### config.mk
export PLATFORM = sky130hd
export DESIGN_NAME = imm_gen_pipe
export DESIGN_NICKNAME = d
export VERILOG_FILES = /design/src/rtl/imm_gen_pipe_pkg.sv /design/src/rtl/imm_gen_pipe_extend.sv /design/src/rtl/imm_gen_pipe.sv
export SDC_FILE = /design/constraint.sdc
export NUM_CORES = 1
export LEC_CHECK = 0
export CAP_MARGIN = 25
export CORE_AREA = 2 2 88 90
export CTS_CLUSTER_SIZE = 28
export DETAILED_ROUTE_END_ITERATION = 6
export DIE_AREA = 0 0 90 92
export PLACE_DENSITY = 0.84
export SETUP_SLACK_MARGIN = 0.3
export SYNTH_ARGS = -nofsm -noshare
export SYNTH_HDL_FRONTEND = slang
export SYNTH_HIERARCHICAL = 1
export SYNTH_SLANG_ARGS = --single-unit
### constraint.sdc
create_clock -name clk -period 3.8 [get_ports clk]
set_input_delay 0.38 -clock clk [delete_from_list [all_inputs] [get_ports clk]]
set_output_delay 0.38 -clock clk [all_outputs]
set_load 0.02 [all_outputs]
### src/rtl/imm_gen_pipe_pkg.sv
// imm_gen_pipe_pkg
// Shared definitions for the immediate-generation stage: the immediate
// format codes presented on out_sel and the RV32/RV64 base opcodes that the
// format classifier recognises.
package imm_gen_pipe_pkg;

  // Format code carried alongside every generated immediate
  typedef enum logic [2:0] {
    FMT_NONE = 3'd0,
    FMT_I    = 3'd1,
    FMT_S    = 3'd2,
    FMT_B    = 3'd3,
    FMT_U    = 3'd4,
    FMT_J    = 3'd5,
    FMT_Z    = 3'd6
  } imm_fmt_e;

  // Major opcodes (instr[6:0])
  localparam logic [6:0] OP_IMM    = 7'b0010011;
  localparam logic [6:0] OP_LOAD   = 7'b0000011;
  localparam logic [6:0] OP_JALR   = 7'b1100111;
  localparam logic [6:0] OP_STORE  = 7'b0100011;
  localparam logic [6:0] OP_BRANCH = 7'b1100011;
  localparam logic [6:0] OP_LUI    = 7'b0110111;
  localparam logic [6:0] OP_AUIPC  = 7'b0010111;
  localparam logic [6:0] OP_JAL    = 7'b1101111;
  localparam logic [6:0] OP_SYSTEM = 7'b1110011;
  localparam logic [6:0] OP_R_TYPE = 7'b0110011;
  localparam logic [6:0] OP_FENCE  = 7'b0001111;

endpackage

### src/rtl/imm_gen_pipe_extend.sv
// imm_format_extend
// Combinational immediate classifier and extender.
//   instr   [31:0]     raw instruction
//   sel     [2:0]      immediate format code (imm_fmt_e)
//   imm     [XLEN-1:0] immediate, sign-extended (I/S/B/U/J) or zero-extended (Z)
//   illegal            opcode is not one the core recognises
module imm_format_extend
  import imm_gen_pipe_pkg::*;
#(
  parameter int XLEN        = 32,
  parameter int ENABLE_ZIMM = 1
) (
  input  logic [31:0]     instr,
  output logic [2:0]      sel,
  output logic [XLEN-1:0] imm,
  output logic            illegal
);

  imm_fmt_e    fmt_s;
  logic        illegal_s;
  logic [31:0] raw_s;
  logic [6:0]  opcode_s;

  assign opcode_s = instr[6:0];

  // Opcode to format classification; known opcodes without an immediate are not illegal
  always_comb begin
    fmt_s     = FMT_NONE;
    illegal_s = 1'b0;
    case (opcode_s)
      OP_IMM, OP_LOAD, OP_JALR: fmt_s = FMT_I;
      OP_STORE:                 fmt_s = FMT_S;
      OP_BRANCH:                fmt_s = FMT_B;
      OP_LUI, OP_AUIPC:         fmt_s = FMT_U;
      OP_JAL:                   fmt_s = FMT_J;
      OP_SYSTEM: begin
        // funct3[2] marks the CSR immediate forms (csrrwi/csrrsi/csrrci)
        if ((ENABLE_ZIMM != 0) && instr[14]) begin
          fmt_s = FMT_Z;
        end else begin
          fmt_s = FMT_NONE;
        end
      end
      OP_R_TYPE, OP_FENCE:      fmt_s = FMT_NONE;
      default: begin
        fmt_s     = FMT_NONE;
        illegal_s = 1'b1;
      end
    endcase
  end

  // Assemble the 32-bit immediate; Z keeps bit 31 clear so the common
  // sign-extension below leaves it zero-extended
  always_comb begin
    raw_s = 32'd0;
    case (fmt_s)
      FMT_I:   raw_s = {{20{instr[31]}}, instr[31:20]};
      FMT_S:   raw_s = {{20{instr[31]}}, instr[31:25], instr[11:7]};
      FMT_B:   raw_s = {{19{instr[31]}}, instr[31], instr[7], instr[30:25], instr[11:8], 1'b0};
      FMT_U:   raw_s = {instr[31:12], 12'd0};
      FMT_J:   raw_s = {{11{instr[31]}}, instr[31], instr[19:12], instr[20], instr[30:21], 1'b0};
      FMT_Z:   raw_s = {27'd0, instr[19:15]};
      default: raw_s = 32'd0;
    endcase
  end

  assign imm     = XLEN'($signed(raw_s));
  assign sel     = fmt_s;
  assign illegal = illegal_s;

endmodule

### src/rtl/imm_gen_pipe.sv
// imm_gen_pipe
// Registered immediate-generation stage with a DEPTH-entry (1 or 2) output
// queue. The head entry lives directly in the output registers; with
// DEPTH=2 a second (skid) register holds the entry behind it.
//   clk, resetn        clock, asynchronous active-low reset
//   flush              synchronous queue clear (discards same-cycle push/pop)
//   in_valid/in_ready  instruction handshake, in_instr[31:0]
//   out_valid/out_ready result handshake
//   out_imm[XLEN-1:0], out_sel[2:0], out_illegal  head entry
module imm_gen_pipe
  import imm_gen_pipe_pkg::*;
#(
  parameter int XLEN        = 32,
  parameter int ENABLE_ZIMM = 1,
  parameter int DEPTH       = 2
) (
  input  logic            clk,
  input  logic            resetn,
  input  logic            flush,
  input  logic            in_valid,
  output logic            in_ready,
  input  logic [31:0]     in_instr,
  output logic            out_valid,
  input  logic            out_ready,
  output logic [XLEN-1:0] out_imm,
  output logic [2:0]      out_sel,
  output logic            out_illegal
);

  localparam logic [1:0] DEPTH_C = 2'(DEPTH);

  logic [2:0]      dec_sel_s;
  logic [XLEN-1:0] dec_imm_s;
  logic            dec_illegal_s;

  logic [1:0]      count_r;
  logic [1:0]      count_nx_s;
  logic            out_valid_r;
  logic [XLEN-1:0] head_imm_r;
  logic [2:0]      head_sel_r;
  logic            head_ill_r;
  logic [XLEN-1:0] skid_imm_r;
  logic [2:0]      skid_sel_r;
  logic            skid_ill_r;

  logic            push_s;
  logic            pop_s;
  logic            head_load_s;
  logic            head_from_skid_s;
  logic            skid_load_s;
  logic [XLEN-1:0] head_imm_nx_s;
  logic [2:0]      head_sel_nx_s;
  logic            head_ill_nx_s;

  imm_format_extend #(
    .XLEN        (XLEN),
    .ENABLE_ZIMM (ENABLE_ZIMM)
  ) u_extend (
    .instr   (in_instr),
    .sel     (dec_sel_s),
    .imm     (dec_imm_s),
    .illegal (dec_illegal_s)
  );

  // in_ready depends only on registered occupancy and flush, never on out_ready
  assign in_ready = (count_r < DEPTH_C) & ~flush;
  assign push_s   = in_valid & in_ready;
  assign pop_s    = out_valid_r & out_ready & ~flush;

  // Occupancy update and head/skid load decisions
  always_comb begin
    count_nx_s       = count_r;
    head_load_s      = 1'b0;
    head_from_skid_s = 1'b0;
    skid_load_s      = 1'b0;
    if (flush) begin
      count_nx_s = 2'd0;
    end else begin
      case ({push_s, pop_s})
        2'b10:   count_nx_s = count_r + 2'd1;
        2'b01:   count_nx_s = count_r - 2'd1;
        default: count_nx_s = count_r;
      endcase
      // A full queue cannot push, so a pop from two entries always promotes the skid
      if (pop_s && (count_r == 2'd2)) begin
        head_load_s      = 1'b1;
        head_from_skid_s = 1'b1;
      end else if (push_s && ((count_r == 2'd0) || pop_s)) begin
        head_load_s = 1'b1;
      end else begin
        head_load_s = 1'b0;
      end
      if (push_s && !pop_s && (count_r == 2'd1)) begin
        skid_load_s = 1'b1;
      end else begin
        skid_load_s = 1'b0;
      end
    end
  end

  // Source select for the head registers
  always_comb begin
    if (head_from_skid_s) begin
      head_imm_nx_s = skid_imm_r;
      head_sel_nx_s = skid_sel_r;
      head_ill_nx_s = skid_ill_r;
    end else begin
      head_imm_nx_s = dec_imm_s;
      head_sel_nx_s = dec_sel_s;
      head_ill_nx_s = dec_illegal_s;
    end
  end

  // Occupancy and valid flag
  always_ff @(posedge clk or negedge resetn) begin
    if (!resetn) begin
      count_r     <= 2'd0;
      out_valid_r <= 1'b0;
    end else begin
      count_r     <= count_nx_s;
      out_valid_r <= (count_nx_s != 2'd0);
    end
  end

  // Head and skid payload; the head holds its last value when the queue empties
  always_ff @(posedge clk or negedge resetn) begin
    if (!resetn) begin
      head_imm_r <= '0;
      head_sel_r <= FMT_NONE;
      head_ill_r <= 1'b0;
      skid_imm_r <= '0;
      skid_sel_r <= FMT_NONE;
      skid_ill_r <= 1'b0;
    end else begin
      if (head_load_s) begin
        head_imm_r <= head_imm_nx_s;
        head_sel_r <= head_sel_nx_s;
        head_ill_r <= head_ill_nx_s;
      end
      if (skid_load_s) begin
        skid_imm_r <= dec_imm_s;
        skid_sel_r <= dec_sel_s;
        skid_ill_r <= dec_illegal_s;
      end
    end
  end

  assign out_valid   = out_valid_r;
  assign out_imm     = head_imm_r;
  assign out_sel     = head_sel_r;
  assign out_illegal = head_ill_r;

endmodule

==> run metrics <==
CTS tree done; worst-margin pin slew 0.699 ns; crit path launch in_instr[2]; wl on met1 3610 um; met3 WL 476 um; Final Hold Vio Count 0; Mapped Area 4080 sq um; Nets 435; setup ws final 1.44 ns; Netlist cell types 41; Post-DRT Antenna Nets 0; Reg clk slew, reported paths 0.08 ns; most frequent cell after synthesis mux2_2; Detailed Routing Iterations Pass 1 4; status completed; routed wire length 8720 um; Final setup violation count 0; HP Class in -> async; drt via density 5.59; first-pass GRT wire length 14100 um; CTS Sinks 75; IO buf count 74; number of DRC markers in iteration 0 139; Vias 2789; Longest Clk Path Bufs 2; EDFF count, synth 0; CP arrival 2.60 ns; Post-DP Area 4830 sq um; final period utilization 62.1%; design area 5110 sq um; Clock Latency Late Sink 0.35 ns; Worst R2R Start count_r[0]; Area Growth Syn to Fin 25.4%; Mapped Avg Cell Area 12.8 sq um; Die Ht 92 um; pwr/cell area 349 nW/um^2; syn_nets 362; pin count of the biggest net entering global routing 76; All-Layer GR Usage 21.8%; routability cong. 0.932; Max Used Layer met4; Worst VDD drop 0.000311 V; final slew viol count 0; max-cap violations 0; Die W 90 um; Initial Util 54.8%; post-DP HPWL 6030 um; FF-to-FF path depth 5; fraction of registers with async set/reset 100%; Boundary Pins 75; worst clock skew 0.00554 ns; slack of the worst reg-to-reg path 1.59 ns; Setup crit end out_imm[18]; dpl ws 1.22 ns; Reg2Reg Capture Point out_imm[29]; sequential-to-total area share from yosys stat 46.0%; Relative slew margins 53.3%; ranking of synthesized cells by area dfrtp_1 46%, mux2_2 28%, a21o_1 3.5%, buf_6 2.2%, ha_1 1.8%; Core Area 7450 sq um; DRC Markers 0; layout cells sized above 1 35.3%; antenna violations before repair 0; crit-path max FO 12; CTS H-tree lvls 3; Antenna diodes 0; routed wl met2 4380 um; RSZ-0062 raised after global routing false; critical path launch point type primary input; total power 0.00178 W; Fillers 559; nature of the critical path endpoint flop; flops & latches, synth 75; post-CTS setup buffer count 0; setup TNS 0 ns; Hold WS 0.364 ns; Worst Path Required 4.04 ns; TritonCTS buffer count 9; Synth Flop Type dfrtp_1; Tmin final 2.36 ns; commonest cells in the synthesized netlist 103 x mux2_2, 75 x dfrtp_1, 20 x nand2_1; cell count after synthesis 319; cell accounting for the most synthesized area dfrtp_1; Overflow after GRT 0; DR WL/cell 17.5 um; die area 8280 sq um; synth warn 6; # rows 32; via count of the first global-routing pass 2934; leakage 2.58 nW; clk root buf clkbuf_8; Max Freq 424 MHz; Setup CP Type in -> reg; post-synth top area share 46.0%
worst min-delay path by stage:
| stage | startpoint | end | slack [ns] | cells after the start |
|---|---|---|---|---|
| finish | resetn | count_r[0] | 0.36 | 2 |
| global route | resetn | count_r[0] | 0.36 | 2 |
| CTS | resetn | skid_sel_r[2] | 0.20 | 1 |
| detailed placement | skid_imm_r[10] | skid_imm_r[10] | 0.49 | 1 |
| global placement | skid_imm_r[29] | skid_imm_r[29] | 0.48 | 1 |
| floorplan | resetn | count_r[0] | 0.08 | 0 |
sequential cells by signal (all words and copies together) (netlist names):
register and count:
count_r 2, out_illegal 1, out_imm 32, out_sel 3, out_valid 1, skid_ill_r 1, skid_imm_r 32, skid_sel_r 3
layout make-up:
cell class / instances / area, sq um / area share (%)
Sequential cell: 75 / 1880 / 36.7
Clock buffer: 10 / 138 / 2.69
Clock inverter: 6 / 111 / 2.18
Multi-Input combinational cell: 220 / 2030 / 39.8
Inverter: 7 / 26.3 / 0.514
Timing Repair Buffer: 79 / 798 / 15.6
Tap cell: 102 / 128 / 2.50
per-stage QoR:
stage                     util (%)  std cells
after CTS                     68.1        497
after global placement        64.8        481
after global routing          68.6        499
after detailed placement      64.8        481
after floorplan                  -        319
final                         68.6        499
cell usage in the layout, fill, tap and decap left out, types with 2 or more instances in the layout:
cell type,Yosys,layout
nand4b_1,2,2
a21oi_2,2,2
nand3_1,4,4
nor2_1,6,6
a22oi_1,5,5
and3_1,2,2
dfrtp_1,75,75
o21ai_0,7,7
nand2b_1,2,2
inv_1,7,7
mux2_4,4,4
ha_1,6,6
bufinv_16,0,3
mux2_2,103,103
buf_4,2,4
clkbuf_8,0,10
a21oi_1,7,7
mux2_1,2,2
a21o_1,19,19
and2_1,8,8
nand2_1,20,20
nor3_2,2,2
clkdlybuf4s50_1,0,73
per-layer routing:
layer / vias to the layer above / GRT usage, %
met1: 1373 / 27.8
met4: 0 / 10.0
met2: 92 / 35.8
met3: 20 / 4.77
met5: - / 0
li1: 1304 / -
power by group:
group	total, W	internal, W	switching [W]	leakage [nW]
sequential	0.000829	0.000817	0.0000116	1.04
clock	0.000750	0.000455	0.000295	0.123
combinational	0.000203	0.000103	0.0000999	1.42
cells by family (layout without fill, tap and decap cells):
group	Yosys count	in the layout	synth area share, %
buf+inv	24	102	4.08
flops	75	75	46.0
fa+ha+maj	6	6	1.84
compound gates	47	47	8.44
simple gates	57	57	8.90
mux	110	110	30.7
critical path: stages:
cell and delay (ns):
clkdlybuf4s50_1 0.74, inv_1 0.23, o21ai_0 0.34, nor3_2 0.16
a21o_1 0.20, mux2_1 0.29, mux2_4 0.26
timing repair:
action / CTS / global route
resized for setup: 0 / 0
endpoints found under the hold margin: 0 / 3
setup endpoints to repair: 0 / 0
hold buffers: 0 / 1
No activity file was read; power rests on OpenSTA's default activity.
